===== src/rtl/serial_adder_if.sv =====
`default_nettype none
// ============================================================================
// Module   : serial_adder_if
// Brief    : Operand/result handshake bundle for serial_adder. The out_ovf
//            signal exists only when SERIAL_ADD_OVF_EN is defined.
// Revision : 1.0  initial release
// ============================================================================
interface serial_adder_if #(
  parameter int WIDTH = 8
);
  logic             in_valid;
  logic             in_ready;
  logic [WIDTH-1:0] in_a;
  logic [WIDTH-1:0] in_b;
  logic             in_cin;
  logic             out_valid;
  logic             out_ready;
  logic [WIDTH-1:0] out_sum;
  logic             out_cout;
  logic             busy;
`ifdef SERIAL_ADD_OVF_EN
  logic             out_ovf;
`endif

  modport master (
`ifdef SERIAL_ADD_OVF_EN
    input  out_ovf,
`endif
    output in_valid, in_a, in_b, in_cin, out_ready,
    input  in_ready, out_valid, out_sum, out_cout, busy
  );

  modport slave (
`ifdef SERIAL_ADD_OVF_EN
    output out_ovf,
`endif
    input  in_valid, in_a, in_b, in_cin, out_ready,
    output in_ready, out_valid, out_sum, out_cout, busy
  );
endinterface
`default_nettype wire


===== src/rtl/serial_adder.sv =====
`default_nettype none
// ============================================================================
// Module   : serial_adder
// Brief    : WIDTH-bit adder built from one bit-serial full-add cell, LSB
//            first, with valid/ready on both sides. Define SERIAL_ADD_OVF_EN
//            to add the registered signed-overflow output.
// Revision : 1.0  initial release
// ============================================================================
module serial_adder #(
  parameter int WIDTH = 8
) (
  input  wire logic     clk,
  input  wire logic     rst,
  serial_adder_if.slave bus
);
  localparam int            CW     = $clog2(WIDTH + 1);
  localparam logic [CW-1:0] C_LAST = CW'(WIDTH - 1);

  typedef enum logic [1:0] {
    IDLE  = 2'd0,
    SHIFT = 2'd1,
    DONE  = 2'd2
  } state_t;

  state_t           r_state;
  state_t           w_state_next;
  logic             r_in_ready;
  logic             r_out_valid;
  logic             r_busy;
  logic             r_carry;
  logic             r_cout;
  logic [WIDTH-1:0] r_a;
  logic [WIDTH-1:0] r_b;
  logic [WIDTH-1:0] r_sum;
  logic [CW-1:0]    r_count;
  logic             w_accept;
  logic             w_last;

  // Full add as two half-add cells; the carry is held in r_carry between bits.
  logic w_h1_s, w_h1_c, w_h2_c, w_sum_bit, w_carry_next;
  assign w_h1_s       = r_a[0] ^ r_b[0];
  assign w_h1_c       = r_a[0] & r_b[0];
  assign w_sum_bit    = w_h1_s ^ r_carry;
  assign w_h2_c       = w_h1_s & r_carry;
  assign w_carry_next = w_h1_c | w_h2_c;

  // Sum bits enter the vacated MSB of the A shifter, so after WIDTH shifts
  // it holds the full sum and no separate accumulator is needed.
  logic [WIDTH-1:0] w_a_next;
  generate
    if (WIDTH == 1) begin : g_w1
      assign w_a_next = w_sum_bit;
    end else begin : g_wn
      assign w_a_next = {w_sum_bit, r_a[WIDTH-1:1]};
    end
  endgenerate

  always_comb begin
    w_state_next = r_state;
    w_accept     = 1'b0;
    w_last       = 1'b0;
    case (r_state)
      IDLE: begin
        if (bus.in_valid && r_in_ready) begin
          w_accept     = 1'b1;
          w_state_next = SHIFT;
        end
      end
      SHIFT: begin
        if (r_count == C_LAST) begin
          w_last       = 1'b1;
          w_state_next = DONE;
        end
      end
      DONE: begin
        if (bus.out_ready) begin
          w_state_next = IDLE;
        end
      end
      default: w_state_next = IDLE;
    endcase
  end

  always_ff @(posedge clk or negedge rst) begin
    if (!rst) begin
      r_state <= IDLE;
    end else begin
      r_state <= w_state_next;
    end
  end

  always_ff @(posedge clk or negedge rst) begin
    if (!rst) begin
      r_in_ready  <= 1'b0;
      r_out_valid <= 1'b0;
      r_busy      <= 1'b0;
      r_a         <= '0;
      r_b         <= '0;
      r_carry     <= 1'b0;
      r_count     <= '0;
      r_sum       <= '0;
      r_cout      <= 1'b0;
    end else begin
      // Status flags follow the next state, so in_ready first rises one edge after reset.
      r_in_ready  <= (w_state_next == IDLE);
      r_out_valid <= (w_state_next == DONE);
      r_busy      <= (w_state_next != IDLE);
      if (w_accept) begin
        r_a     <= bus.in_a;
        r_b     <= bus.in_b;
        r_carry <= bus.in_cin;
        r_count <= '0;
      end else if (r_state == SHIFT) begin
        r_a     <= w_a_next;
        r_b     <= r_b >> 1;
        r_carry <= w_carry_next;
        r_count <= r_count + 1'b1;
        if (w_last) begin
          r_sum  <= w_a_next;
          r_cout <= w_carry_next;
        end
      end
    end
  end

`ifdef SERIAL_ADD_OVF_EN
  logic r_ovf;
  // On the last shift edge r_carry is the carry into the MSB.
  always_ff @(posedge clk or negedge rst) begin
    if (!rst) begin
      r_ovf <= 1'b0;
    end else if (w_last) begin
      r_ovf <= r_carry ^ w_carry_next;
    end
  end
  assign bus.out_ovf = r_ovf;
`endif

  assign bus.in_ready  = r_in_ready;
  assign bus.out_valid = r_out_valid;
  assign bus.out_sum   = r_sum;
  assign bus.out_cout  = r_cout;
  assign bus.busy      = r_busy;
endmodule
`default_nettype wire

===== src/flat_wrapper.sv =====
// flat-port wrapper written by rule: the top's interface ports become plain ports
module serial_adder_flat 
#(
  parameter int WIDTH = 8
)
  (clk, rst, bus_in_valid, bus_in_a, bus_in_b, bus_in_cin, bus_out_ready, bus_in_ready, bus_out_valid, bus_out_sum, bus_out_cout, bus_busy);
  serial_adder_if #(.WIDTH(WIDTH)) bus_i ();
  input  wire logic clk;
  input  wire logic rst;
  input wire logic [$bits(bus_i.in_valid)-1:0] bus_in_valid;
  input wire logic [$bits(bus_i.in_a)-1:0] bus_in_a;
  input wire logic [$bits(bus_i.in_b)-1:0] bus_in_b;
  input wire logic [$bits(bus_i.in_cin)-1:0] bus_in_cin;
  input wire logic [$bits(bus_i.out_ready)-1:0] bus_out_ready;
  output wire logic [$bits(bus_i.in_ready)-1:0] bus_in_ready;
  output wire logic [$bits(bus_i.out_valid)-1:0] bus_out_valid;
  output wire logic [$bits(bus_i.out_sum)-1:0] bus_out_sum;
  output wire logic [$bits(bus_i.out_cout)-1:0] bus_out_cout;
  output wire logic [$bits(bus_i.busy)-1:0] bus_busy;
  assign bus_i.in_valid = bus_in_valid;
  assign bus_i.in_a = bus_in_a;
  assign bus_i.in_b = bus_in_b;
  assign bus_i.in_cin = bus_in_cin;
  assign bus_i.out_ready = bus_out_ready;
  assign bus_in_ready = bus_i.in_ready;
  assign bus_out_valid = bus_i.out_valid;
  assign bus_out_sum = bus_i.out_sum;
  assign bus_out_cout = bus_i.out_cout;
  assign bus_busy = bus_i.busy;
  serial_adder #(.WIDTH(WIDTH)) u_core (.clk(clk), .rst(rst), .bus(bus_i));
endmodule

===== config.mk =====
export PLATFORM = sky130hd
export DESIGN_NAME = serial_adder_flat
export DESIGN_NICKNAME = d
export VERILOG_FILES = /design/src/rtl/serial_adder_if.sv /design/src/rtl/serial_adder.sv /design/src/flat_wrapper.sv
export SDC_FILE = /design/constraint.sdc
export NUM_CORES = 1
export LEC_CHECK = 0
export ABC_AREA = 1
export ABC_CLOCK_PERIOD_IN_PS = 3100
export CAP_MARGIN = 25
export CORE_MARGIN = 5
export CORE_UTILIZATION = 54
export DETAILED_ROUTE_END_ITERATION = 10
export PLACE_DENSITY = 0.93
export RECOVER_POWER = 25
export SLEW_MARGIN = 30
export SYNTH_ARGS = -nofsm -noshare
export SYNTH_HDL_FRONTEND = slang
export SYNTH_SLANG_ARGS = --single-unit

===== constraint.sdc =====
create_clock -name clk -period 3.1 [get_ports clk]
set_input_delay 0.62 -clock clk [delete_from_list [all_inputs] [get_ports clk]]
set_output_delay 0.62 -clock clk [all_outputs]
set_load 0.01 [all_outputs]

==> metrics, run 1 <==
status=complete, no violations; slack of the worst reg-to-reg path=roughly 1.3 ns; largest net degree at the start of global routing=36; Syn Area/Cell=about 8.8 um^2; slowest stage delay, CP=about 0.54 ns; Synth Flop Type=dfrtp_1; GRT overflow=0; Hold Buf Count CTS=0; clock insertion delay at the later pin of the skew report=roughly 0.34 ns; share of cells above drive strength 1=8.929%; wire per inst=around 13 um; Clock Pin Slew Worst Setup and Hold Paths=about 0.1 ns; crit path launch type=register; initial antenna violation count=0; Bufs on Longest Clock Path=2; ANT cells=0; Power Total=1.931 mW; Yosys reg bits=35; post-route ant nets=0; Cell Area, Synth=0.001675 mm^2; Die Footprint=0.004316 mm^2; CP endpoint kind=output pin; max frequency=roughly 0.54 GHz; Post-CTS Setup Bufs=0; RSZ-0062 raised after global routing=no; area of the core=about 0.003 mm^2; Async SR Flop Fraction=100.0%; Setup-failing EPs final=0; Final Hold Vio Count=0; Hold EP=u_core.bus.out_sum[0]$_DFFE_PN0P_; Placer Congestion=around 0.79; DP Area=~0.0020 mm^2; top-count cell post-synth=nand2_1; register area share after synthesis=52.28%; # nets final=around 250; dpl cells=roughly 250; final instance area=about 0.0020 mm^2; CP top delay family=buffers and inverters; first-pass GRT wire length=approximately 5800 um; CP bufs+invs=1; period utilisation layout=around 60%; final setup TNS=0 ns; CTS Root Cell=clkbuf_4; initial core utilization=55.79%; Worst Path Required=2.48 ns; critical path, cell by cell=clkdlybuf4s50_1; Hold Slack=a little under 0.5 ns; crit path kind=reg2out; Starting DRT DRC Count=89; post-CTS sizing=0; final wirelength=approximately 3400 um; standby leakage power=0.9947 nW; io pins=33; Yosys warning count=0; R2R cell count=4; detailed placement HPWL=2258 um; commonest cells in the netlist=nand2_1, dfrtp_1, nand3_1, nand3b_1, o21ai_0; min-delay src=u_core.bus.out_sum[0]$_DFFE_PN0P_; htree depth=2; clk sinks=35; Worst Hold Depth=2; post-layout minimum cycle time=around 1.9 ns; Remaining DRCs=0; post-synth net total=roughly 210; maximum vdd drop=about 400 uV; Area contributors post-synth=dfrtp_1, nand2_1, nand3_1; r2r endpoint=u_core.r_b[7]$_DFFE_PN0P_; CTS tree=built; r2r startpoint=u_core.r_state[1]$_DFF_PN0_; drt pass-1 iters=4; Final Skew=around 0.015 ns; Slew @ Worst Pin=between 0.8 and 0.9 ns; DIE HEIGHT=between 60 and 70 um; Post-synth EDFFs=0; max-cap check violation count=0; Yosys cell types=21; mean number of vias per cell=between 5 and 6; critical path arrival=approximately 1.2 ns; area share of the largest cell type after synthesis=approximately 52%; via count=about 1.3k; Slowest-stage cell, CP=clkdlybuf4s50_1; Std-Cell Rows=20; P per Cell Area=between 900 and 1000 mW/mm^2; PortBufs=32; TritonCTS Buffers=5; Non-Filler Instances=~260; post-synthesis instance total=around 190; area delta synth->final=21.51%; dominant cell type by area after synthesis=dfrtp_1; Rel. slew slack=between 40% and 50%; crit-path max FO=2; global-route usage over all layers=approximately 18%; Slew Limit Fails=0; number of global-route vias before repair=1289; die width=around 66 um; Hold Crit Class=reg2reg
state kept, by name (all words and copies together), names as in the netlist:
| name | flops |
|---|---|
| u_core.bus.busy | 1 |
| u_core.bus.in_ready | 1 |
| u_core.bus.out_cout | 1 |
| u_core.bus.out_sum | 8 |
| u_core.bus.out_valid | 1 |
| u_core.r_a | 8 |
| u_core.r_b | 8 |
| u_core.r_carry | 1 |
| u_core.r_count | 4 |
| u_core.r_state | 2 |
cell type report:
cell class	count	area (um^2)
Inverter	13	48.80
Multi-Input combinational cell	134	684.4
Clock buffer	7	45.04
Timing Repair Buffer	34	335.3
Tap cell	33	41.29
Sequential cell	35	875.8
Fill cell	233	967.2
Clock inverter	1	5.005
cells by family (layout without fill, tap and decap cells):
logic type               Yosys count  after routing  synth area share [%]
AO/OA/AOI/OAI                     18             18                 6.497
buffers and inverters             22             55                 6.870
flip-flops                        35             35                 52.28
AND/OR/NAND/NOR                  114            114                 32.41
adder cells (fa/ha/maj)            2              2                 1.942
placed cells by master (no fill, tap or decap):
master / instances
clkbuf_1: 2
inv_1: 11
clkinv_1: 1
fa_1: 1
dfrtp_1: 35
nand3_1: 30
buf_4: 2
o21ai_0: 12
ha_1: 1
clkbuf_4: 5
nand2_2: 2
inv_2: 1
dlygate4sd3_1: 1
nor2_1: 2
nor2_4: 2
o21ai_2: 5
clkdlybuf4s50_1: 31
a21oi_1: 1
nand2_1: 63
nor2_2: 1
nand3_2: 1
clkinv_2: 1
nand3b_1: 13
worst max-delay path by stage:
stage	slack, ns	startpoint	end	cells past startpoint
4_1_cts	1.22	u_core.bus.out_sum[6]$_DFFE_PN0P_	bus_out_sum[6]	1
3_5_place_dp	1.04	bus_in_valid	u_core.r_count[1]$_DFFE_PN0P_	6
3_3_place_gp	1.10	bus_in_valid	u_core.r_a[1]$_DFFE_PN0P_	7
5_1_grt	1.17	u_core.r_state[1]$_DFF_PN0_	u_core.r_a[5]$_DFFE_PN0P_	5
6_report	1.24	u_core.bus.out_sum[6]$_DFFE_PN0P_	bus_out_sum[6]	1
2_1_floorplan	1.70	bus_in_valid	u_core.r_a[2]$_DFFE_PN0P_	7
stage by stage:
stage          setup WS, ns  utilization (%)
5_1_grt               1.168            67.79
3_5_place_dp          1.036            66.13
6_report              1.238            67.79
2_1_floorplan         1.698                -
4_1_cts               1.218            67.79
3_3_place_gp          1.098            66.13
where the power goes:
group | internal, mW | switching [mW] | leakage, nW | total, mW
clock network | 0.0884 | 0.149 | 0.0293 | 0.237
logic | 0.365 | 0.532 | 0.527 | 0.898
registers | 0.668 | 0.128 | 0.438 | 0.796
total | 1.12 | 0.809 | 0.995 | 1.93
layer usage:
metal | part of all wire, % | routed length (um) | global-route usage, %
met1 | 46 | 1552 | 22.30
met2 | 48 | 1607 | 29.04
met3 | 5.1 | 171 | 5.299
met4 | 1.3 | 45 | 5.440
met5 | 0 | 0 | 0
No activity file was read; power rests on OpenSTA's default activity.
==> run 2: changes to the inputs <==
--- a/config.mk
+++ b/config.mk
@@ -6,12 +6,12 @@
 export NUM_CORES = 1
 export LEC_CHECK = 0
 export ABC_AREA = 1
-export ABC_CLOCK_PERIOD_IN_PS = 3100
+export ABC_CLOCK_PERIOD_IN_PS = 1600
 export CAP_MARGIN = 25
 export CORE_MARGIN = 5
-export CORE_UTILIZATION = 54
+export CORE_UTILIZATION = 46
 export DETAILED_ROUTE_END_ITERATION = 10
-export PLACE_DENSITY = 0.93
+export PLACE_DENSITY = 0.85
 export RECOVER_POWER = 25
 export SLEW_MARGIN = 30
 export SYNTH_ARGS = -nofsm -noshare
==> constraint.sdc (replaced) <==
create_clock -name clk -period 1.6 [get_ports clk]
set_input_delay 0.32 -clock clk [delete_from_list [all_inputs] [get_ports clk]]
set_output_delay 0.32 -clock clk [all_outputs]
set_load 0.01 [all_outputs]
==> metrics, run 2 (same netlist as run 1, synthesis figures left out) <==
status=complete, no violations; via count=1417 (+5.1%); GRT overflow=0 (unchanged); Std-Cell Rows=22 (+10%); drt pass-1 iters=4 (unchanged); Die Footprint=0.004949 mm^2 (+15%); fill count=319 (+37%); Slowest-stage cell, CP=clkdlybuf4s50_1; P per Cell Area=1942 mW/mm^2 (+100%); largest net degree at the start of global routing=36 (unchanged); Post-CTS Setup Bufs=0 (unchanged); dpl ws=0.08768 ns (-0.9488 ns); maximum vdd drop=764.2 uV (+86%); max-cap check violation count=0 (unchanged); die width=70.35 um (+7.1%); wire per inst=12.62 um (-4.0%); Hold Buf Count CTS=0 (unchanged); DP Area=0.002090 mm^2 (+5.2%); Final Hold Vio Count=0 (unchanged); period utilisation layout=a little over nine tenths; number of global-route vias before repair=1385 (+7.4%); commonest non-fill, non-tap cell in the layout=nand2_1; PortBufs=32 (unchanged); Power Total=4.256 mW (+120%); CP bufs+invs=1 (unchanged); area delta synth->final=30.84%; Final Skew=0.009410 ns (-0.005895 ns); CTS Root Cell=clkbuf_8; clock insertion delay at the later pin of the skew report=0.29 ns (-0.05 ns); htree depth=2 (unchanged); Non-Filler Instances=280 (+8.9%); mean number of vias per cell=5.061 (-3.5%); slowest stage delay, CP=0.55 ns (about the same); ANT cells=0 (unchanged); final setup TNS=0 ns (unchanged); Rel. slew slack=43.44% (-2.7 points); Starting DRT DRC Count=126 (+42%); clk sinks=35 (unchanged); most frequent cells in the layout=nand2_1, dfrtp_1, clkdlybuf4s50_1; Placer Congestion=0.7988 (+0.68%); crit path kind=reg2out; initial core utilization=46.46% (-9.3 points); Bufs on Longest Clock Path=2 (unchanged); # nets final=254 (+3.3%); CTS tree=built; CP endpoint kind=output pin; Slew @ Worst Pin=0.8484 ns (+0.04239 ns); standby leakage power=1.071 nW (+7.6%); post-route ant nets=0 (unchanged); critical path, cell by cell=clkdlybuf4s50_1; crit-path max FO=2 (unchanged); setup ws final=0.09155 ns (-1.146 ns); initial antenna violation count=0 (unchanged); max frequency=around 0.66 GHz; dpl cells=272 (+9.2%); final wirelength=3533 um (+4.6%); detailed placement HPWL=2489 um (+10%); io pins=33 (unchanged); CP top delay family=buffers and inverters; area of the core=0.003606 mm^2 (+20%); Worst Path Required=1.28 ns (-1.20 ns); crit path launch type=register; Setup-failing EPs final=0 (unchanged); share of cells above drive strength 1=12.93% (+4.0 points); post-CTS sizing=0 (unchanged); DIE HEIGHT=70.35 um (+7.1%); critical path arrival=1.19 ns (-0.05 ns); Slew Limit Fails=0 (unchanged); Remaining DRCs=0 (unchanged); first-pass GRT wire length=6023 um (+3.3%); global-route usage over all layers=15.28% (-2.4 points); Clock Pin Slew Worst Setup and Hold Paths=0.07 ns (-0.03 ns); TritonCTS Buffers=5 (unchanged); post-layout minimum cycle time=1.508 ns; final instance area=0.002192 mm^2 (+7.7%); RSZ-0062 raised after global routing=no; Hold Crit Class=reg2reg
[run 2: path summary, 6_finish.rpt]
check	start	to	slack [ns]	cells past startpoint
max in group asynchronous	rst	u_core.r_state[1]$_DFF_PN0_	0.40	2
min reg2reg	u_core.bus.out_sum[0]$_DFFE_PN0P_	u_core.bus.out_sum[0]$_DFFE_PN0P_	0.48	2
min in group asynchronous	rst	u_core.r_a[2]$_DFFE_PN0P_	0.68	2
max reg2reg	u_core.r_count[0]$_DFFE_PN0P_	u_core.bus.out_sum[6]$_DFFE_PN0P_	0.28	6
min	u_core.bus.out_sum[0]$_DFFE_PN0P_	u_core.bus.out_sum[0]$_DFFE_PN0P_	0.48	2
max	u_core.bus.out_sum[5]$_DFFE_PN0P_	bus_out_sum[5]	0.09	1
[run 2: metrics by stage]
| step | hold WS, ns | utilization [%] |
|---|---|---|
| after floorplan | 0.02441 | - |
| after global placement | 0.4601 | 57.95 |
| after detailed placement | 0.4627 | 57.95 |
| after CTS | 0.4099 | 61.21 |
| after global routing | 0.5098 | 60.79 |
| final | 0.4781 | 60.79 |
[run 2: final cells by class]
| class | count | area [um^2] | area share (%) |
|---|---|---|---|
| sequential | 35 | 875.8 | 39.95 |
| multi-input combinational | 134 | 684.4 | 31.22 |
| timing repair buffer | 42 | 405.4 | 18.49 |
| clock buffer | 6 | 82.58 | 3.767 |
| tap | 48 | 60.06 | 2.740 |
| inverter | 13 | 48.80 | 2.226 |
| clock inverter | 2 | 35.03 | 1.598 |
[run 2: where the power goes]
part | switching, mW | total [mW] | internal [mW]
clock | 0.308 | 0.812 | 0.504
sequential | 0.247 | 1.54 | 1.30
combinational | 1.07 | 1.90 | 0.830
[run 2: worst min-delay path, delay by kind of cell (launching register included)]
family           cells  cell delay, ns
flip-flops           1            0.35
AND/OR/NAND/NOR      2            0.10
[run 2: metal layers]
metal / track usage, % / wire (um) / vias to the layer above
met4: 6.383 / 53 / 0
met3: 4.892 / 165 / 7
met2: 23.91 / 1744 / 32
met1: 19.41 / 1569 / 681
met5: 0 / 0 / -
li1: - / - / 697
